[src/rtl/car_sim_pkg.sv]
// Shared definitions for the car simulator detector path.
// Detector width and bit order are common to the conditioner and the controller.
package car_sim_pkg;

    localparam int DETECTOR_W = 4;

    // Bit positions of each obstacle detector within the vector
    localparam int DET_LEFT  = 0;
    localparam int DET_FRONT = 1;
    localparam int DET_RIGHT = 2;
    localparam int DET_BACK  = 3;

    typedef logic [DETECTOR_W-1:0] det_vec_t;

    // Saturating 8-bit add used for diagnostic counters
    function automatic logic [7:0] sat_add8(input logic [7:0] a, input logic [7:0] b);
        logic [8:0] s;
        s = {1'b0, a} + {1'b0, b};
        return s[8] ? 8'hFF : s[7:0];
    endfunction

endpackage

[src/rtl/debounce_channel.sv]
// One detector line: two-flop synchroniser followed by a debounce counter.
// Flags the edge where the filtered level updates and the edge where a glitch is rejected.
module debounce_channel #(
    parameter int   DEBOUNCE_CYCLES = 3,
    parameter logic RESET_BIT       = 1'b0
) (
    input  logic clk,
    input  logic rst_n,
    input  logic enable,
    input  logic raw,
    output logic level,
    output logic update,
    output logic glitch,
    output logic busy
);

    localparam int CW = $clog2(DEBOUNCE_CYCLES + 1);
    localparam logic [CW-1:0] LAST = CW'(DEBOUNCE_CYCLES - 1);

    logic          s1;
    logic          s2;
    logic [CW-1:0] cnt;
    logic [CW-1:0] cnt_next;

    // Synchroniser keeps sampling even while the filter is disabled
    always_ff @(posedge clk or negedge rst_n) begin
        if (!rst_n) begin
            s1 <= RESET_BIT;
            s2 <= RESET_BIT;
        end else begin
            s1 <= raw;
            s2 <= s1;
        end
    end

    // Debounce decision: accept after enough mismatches, count a glitch on early match
    always_comb begin
        update   = 1'b0;
        glitch   = 1'b0;
        cnt_next = cnt;
        if (!enable) begin
            cnt_next = '0;
        end else if (s2 != level) begin
            if (cnt == LAST) begin
                update   = 1'b1;
                cnt_next = '0;
            end else begin
                cnt_next = cnt + 1'b1;
            end
        end else if (cnt != '0) begin
            glitch   = 1'b1;
            cnt_next = '0;
        end
    end

    assign busy = (cnt_next != '0);

    // Counter and filtered level registers
    always_ff @(posedge clk or negedge rst_n) begin
        if (!rst_n) begin
            cnt   <= '0;
            level <= RESET_BIT;
        end else begin
            cnt <= cnt_next;
            if (update) begin
                level <= s2;
            end
        end
    end

endmodule

[src/rtl/detector_conditioner.sv]
// Conditions the raw obstacle-detector lines for the auto-driving controller.
// Debounces each line, pulses on changes, reports settling and counts rejected glitches.
module detector_conditioner
    import car_sim_pkg::*;
#(
    parameter int               WIDTH           = DETECTOR_W,
    parameter int               DEBOUNCE_CYCLES = 3,
    parameter int               SETTLE_CYCLES   = 5,
    parameter logic [WIDTH-1:0] RESET_VALUE     = '0
) (
    input  logic             clk,
    input  logic             rst_n,
    input  logic             enable,
    input  logic [WIDTH-1:0] detector_raw,
    input  logic             glitch_clr,
    output logic [WIDTH-1:0] detector,
    output logic             detector_changed,
    output logic [WIDTH-1:0] changed_mask,
    output logic             settled,
    output logic [7:0]       glitch_cnt
);

    localparam int GW = $clog2(WIDTH + 1);
    localparam int SW = $clog2(SETTLE_CYCLES + 1);
    localparam logic [SW-1:0] SMAX = SW'(SETTLE_CYCLES);

    logic [WIDTH-1:0] upd;
    logic [WIDTH-1:0] glt;
    logic [WIDTH-1:0] busy;
    logic [GW-1:0]    gsum;
    logic [7:0]       glitch_next;
    logic [SW-1:0]    settle_cnt;
    logic [SW-1:0]    settle_next;

    for (genvar i = 0; i < WIDTH; i++) begin : g_line
        debounce_channel #(
            .DEBOUNCE_CYCLES (DEBOUNCE_CYCLES),
            .RESET_BIT       (RESET_VALUE[i])
        ) u_chan (
            .clk    (clk),
            .rst_n  (rst_n),
            .enable (enable),
            .raw    (detector_raw[i]),
            .level  (detector[i]),
            .update (upd[i]),
            .glitch (glt[i]),
            .busy   (busy[i])
        );
    end

    // Number of lines rejecting a glitch on this edge
    always_comb begin
        gsum = '0;
        for (int i = 0; i < WIDTH; i++) begin
            gsum = gsum + GW'(glt[i]);
        end
    end

    // Glitch counter: clear wins, otherwise saturating accumulate
    always_comb begin
        glitch_next = sat_add8(glitch_cnt, 8'(gsum));
        if (glitch_clr) begin
            glitch_next = '0;
        end
    end

    // Settle counter restarts whenever any line is changing or being filtered
    always_comb begin
        settle_next = settle_cnt;
        if (!enable || (|upd) || (|busy)) begin
            settle_next = '0;
        end else if (settle_cnt != SMAX) begin
            settle_next = settle_cnt + 1'b1;
        end
    end

    // Registered pulse, mask, settled flag and diagnostic counter
    always_ff @(posedge clk or negedge rst_n) begin
        if (!rst_n) begin
            detector_changed <= 1'b0;
            changed_mask     <= '0;
            settled          <= 1'b0;
            settle_cnt       <= '0;
            glitch_cnt       <= '0;
        end else begin
            detector_changed <= |upd;
            changed_mask     <= upd;
            settled          <= (settle_next == SMAX);
            settle_cnt       <= settle_next;
            glitch_cnt       <= glitch_next;
        end
    end

endmodule

[config.mk]
export PLATFORM = sky130hd
export DESIGN_NAME = detector_conditioner
export DESIGN_NICKNAME = d
export VERILOG_FILES = /design/src/rtl/car_sim_pkg.sv /design/src/rtl/debounce_channel.sv /design/src/rtl/detector_conditioner.sv
export SDC_FILE = /design/constraint.sdc
export NUM_CORES = 1
export LEC_CHECK = 0
export BUFFER_PORTS_ARGS = -buffer_cell sky130_fd_sc_hd__buf_2
export CAP_MARGIN = 25
export CORE_MARGIN = 3
export CORE_UTILIZATION = 49
export DETAILED_ROUTE_END_ITERATION = 10
export GPL_TIMING_DRIVEN = 1
export PLACE_DENSITY = 0.73
export REMOVE_ABC_BUFFERS = 1
export SLEW_MARGIN = 30
export SYNTH_ARGS = -nofsm -noshare
export SYNTH_HDL_FRONTEND = slang
export SYNTH_HIERARCHICAL = 1
export SYNTH_SLANG_ARGS = --single-unit
[constraint.sdc]
create_clock -name clk -period 2.4 [get_ports clk]
set_clock_uncertainty 0.15 [all_clocks]
set_input_delay 0.12 -clock clk [delete_from_list [all_inputs] [get_ports clk]]
set_output_delay 0.12 -clock clk [all_outputs]
set_load 0.005 [all_outputs]
==> out/results.tsv <==
metric	value	unit
start_util	51.9	%
netlist_area	1600	um^2
fmax	0.382	GHz
synth_area_leaders	dfrtp_1, fa_1, xnor2_1	
grt_pass1_wl	5080	um
ioPinCount	26	
hpwl	2080	um
synth.most_common_cell	dfrtp_1	
yosysUniqueCellTypes	32	
rsz0062_at_grt	true	
setup_ws	-218	ps
crit_fanout	2	
synth_cells	127	
first_iter_violations	34	
grt_pass1_vias	1159	
die_area	3980	um^2
synth-edff-count	0	
ctsRootBufferMaster	clkbuf_4	
cts.sinks	37	
area_delta_synth_final	28.1	%
cts-buffers-inserted	5	
power_leakage	0.00103	uW
io_buffers	25	
gp_congestion	0.785	
drtPass1Iterations	4	
coreArea	3080	um^2
fill_cells	245	
htreeDepth	2	
ys.warnings.count	6	
die_h	63.1	um
wire_per_inst	13.1	um
syn_avg_cell_area	12.6	um^2
grt.total_usage	16.6	%
maxSlewViolCount	0	
tightest_slew	779	ps
post-place-ws	-547	ps
drt-total-wl	2940	um
grt-ovfl-total	0	
powerDensity	795	nW/um^2
worstPathRequired	2480	ps
drive_gt1_share	36.1	%
status	complete, but fails checks	
synth_flop_cell	dfrtp_1	
relSlewSlack	48.1	%
grt_max_degree	38	
tritoncts	built	
hold_slack	-108	ps
worstSetupPathType	reg2reg	
ir_drop	464	uV
finalSetupTns	-1260	ps
final_cell_count_no_fill	224	
worstSetupStartpointType	register	
arrival	2700	ps
ant_nets	0	
num_vias	1151	
place_inst	203	
clockBufferDepth	2	
violations	negative hold slack, negative setup slack	
seq_area_frac_synth	58.0	%
nets	193	
synthTopCellsByCount	dfrtp_1, nor2_1, inv_1	
yosysTopAreaCell	dfrtp_1	
viasPerCell	5.14	
total_power	1630	uW
antenna_cells	0	
path_clk_slew	110	ps
finalCriticalPeriod	2620	ps
clock_latency	330	ps
yosysTopAreaCellShare	58.0	%
async_flop_share	100	%
antenna_found_initial	0	
finalSetupViolations	8	
synth.ff_latch_count	37	
fp-row-count	20	
fp.dieW	63.1	um
finalCritPeriodShare	109	%
hold_buffers	5	
max_cap_violations	0	
final-hold-violation-count	8	
min_path_type	in2reg	
drcViolationCount	0	
cp-end-kind	register	
==> worst paths after layout <==
| check | start | endpoint | slack, ps | cells past startpoint |
|---|---|---|---|---|
| worst min register to register | g_line[1].u_chan/s1 | g_line[1].u_chan/s2 | 210 | 0 |
| max in group asynchronous | rst_n | glitch_cnt[4] | 1360 | 2 |
| worst max-delay path | g_line[0].u_chan/level | glitch_cnt[6] | -220 | 11 |
| min in group asynchronous | rst_n | g_line[1].u_chan/cnt[0] | 240 | 2 |
| worst min-delay path | glitch_clr | glitch_cnt[5] | -110 | 2 |
| worst max register to register | g_line[0].u_chan/level | glitch_cnt[6] | -220 | 11 |
==> per-layer routing <==
metal | global-route usage [%] | vias up | wire [um] | part of all wire (%)
li1 | - | 556 | - | -
met5 | 0 | - | 0 | 0
met4 | 8.26 | 0 | 52 | 1.8
met2 | 27.7 | 27 | 1500 | 51
met3 | 5.17 | 5 | 121 | 4.1
met1 | 19.2 | 563 | 1260 | 43
==> worst max-delay path, cell delays in order, from the launching register on <==
cell and delay (ps):
dfrtp_1 420, xnor2_2 150, o211a_1 130, fa_1 500, inv_1 50, fa_2 340, inv_2 60, fa_2 190
nand4_1 120, nor2_1 140, mux2i_1 190, nor2_1 50
==> sequential cells by signal, indices dropped and copies added, names as in the netlist <==
signal	flops
g_line.u_chan/cnt	8
glitch_cnt	8
changed_mask	4
g_line.u_chan/level	4
g_line.u_chan/s1	4
g_line.u_chan/s2	4
settle_cnt	3
detector_changed	1
settled	1
==> where the power goes <==
group	leakage (uW)	internal, uW	switching [uW]
combinational	0.000506	314	211
sequential	0.000488	712	85.9
clock	0.0000320	112	191
==> per-stage QoR <==
step	utilization, %	cell area, um^2
global route	66.5	2050
detailed placement	59.7	1840
global placement	59.7	1840
CTS	64.6	1990
floorplan	-	1590
finish	66.5	2050
==> cells by family after synthesis <==
kind of cell	count (synthesis)	share of synthesized area (%)
AOI/OAI and AO/OA	17	7.45
muxes	6	4.08
xor gates and xnor gates	7	3.84
and+or+nand+nor	45	18.4
adders and majority gates	6	6.11
DFF	37	58.0
buffers and inverters	9	2.12
==> repair_timing <==
action / 4_1_cts / 5_1_grt
endpoints found under the hold margin: 49 / 8
pin swaps: 7 / 5
setup buffers: 4 / 4
resized for setup: 5 / 5
endpoints found under the setup margin: 8 / 9
==> cell type report <==
cell class                 count  area, um^2  share of cell area [%]
clock buffer                   6        41.3                    2.02
clock inverter                 2        10.0                   0.489
inverter                       7        26.3                    1.28
multi-input combinational     81         684                    33.5
sequential                    37         926                    45.3
tap                           44        55.1                    2.69
timing repair buffer          47         303                    14.8
==> cell usage in the layout, fill, tap and decap left out, types with 5 or more instances in the layout <==
master,count
dfrtp_1,37
dlygate4sd3_1,5
nand2_1,5
nor2_1,12
clkbuf_4,5
nand3b_1,5
a21oi_1,6
inv_1,6
buf_4,17
buf_2,25
Note: power is estimated with default switching activity, not from simulation.
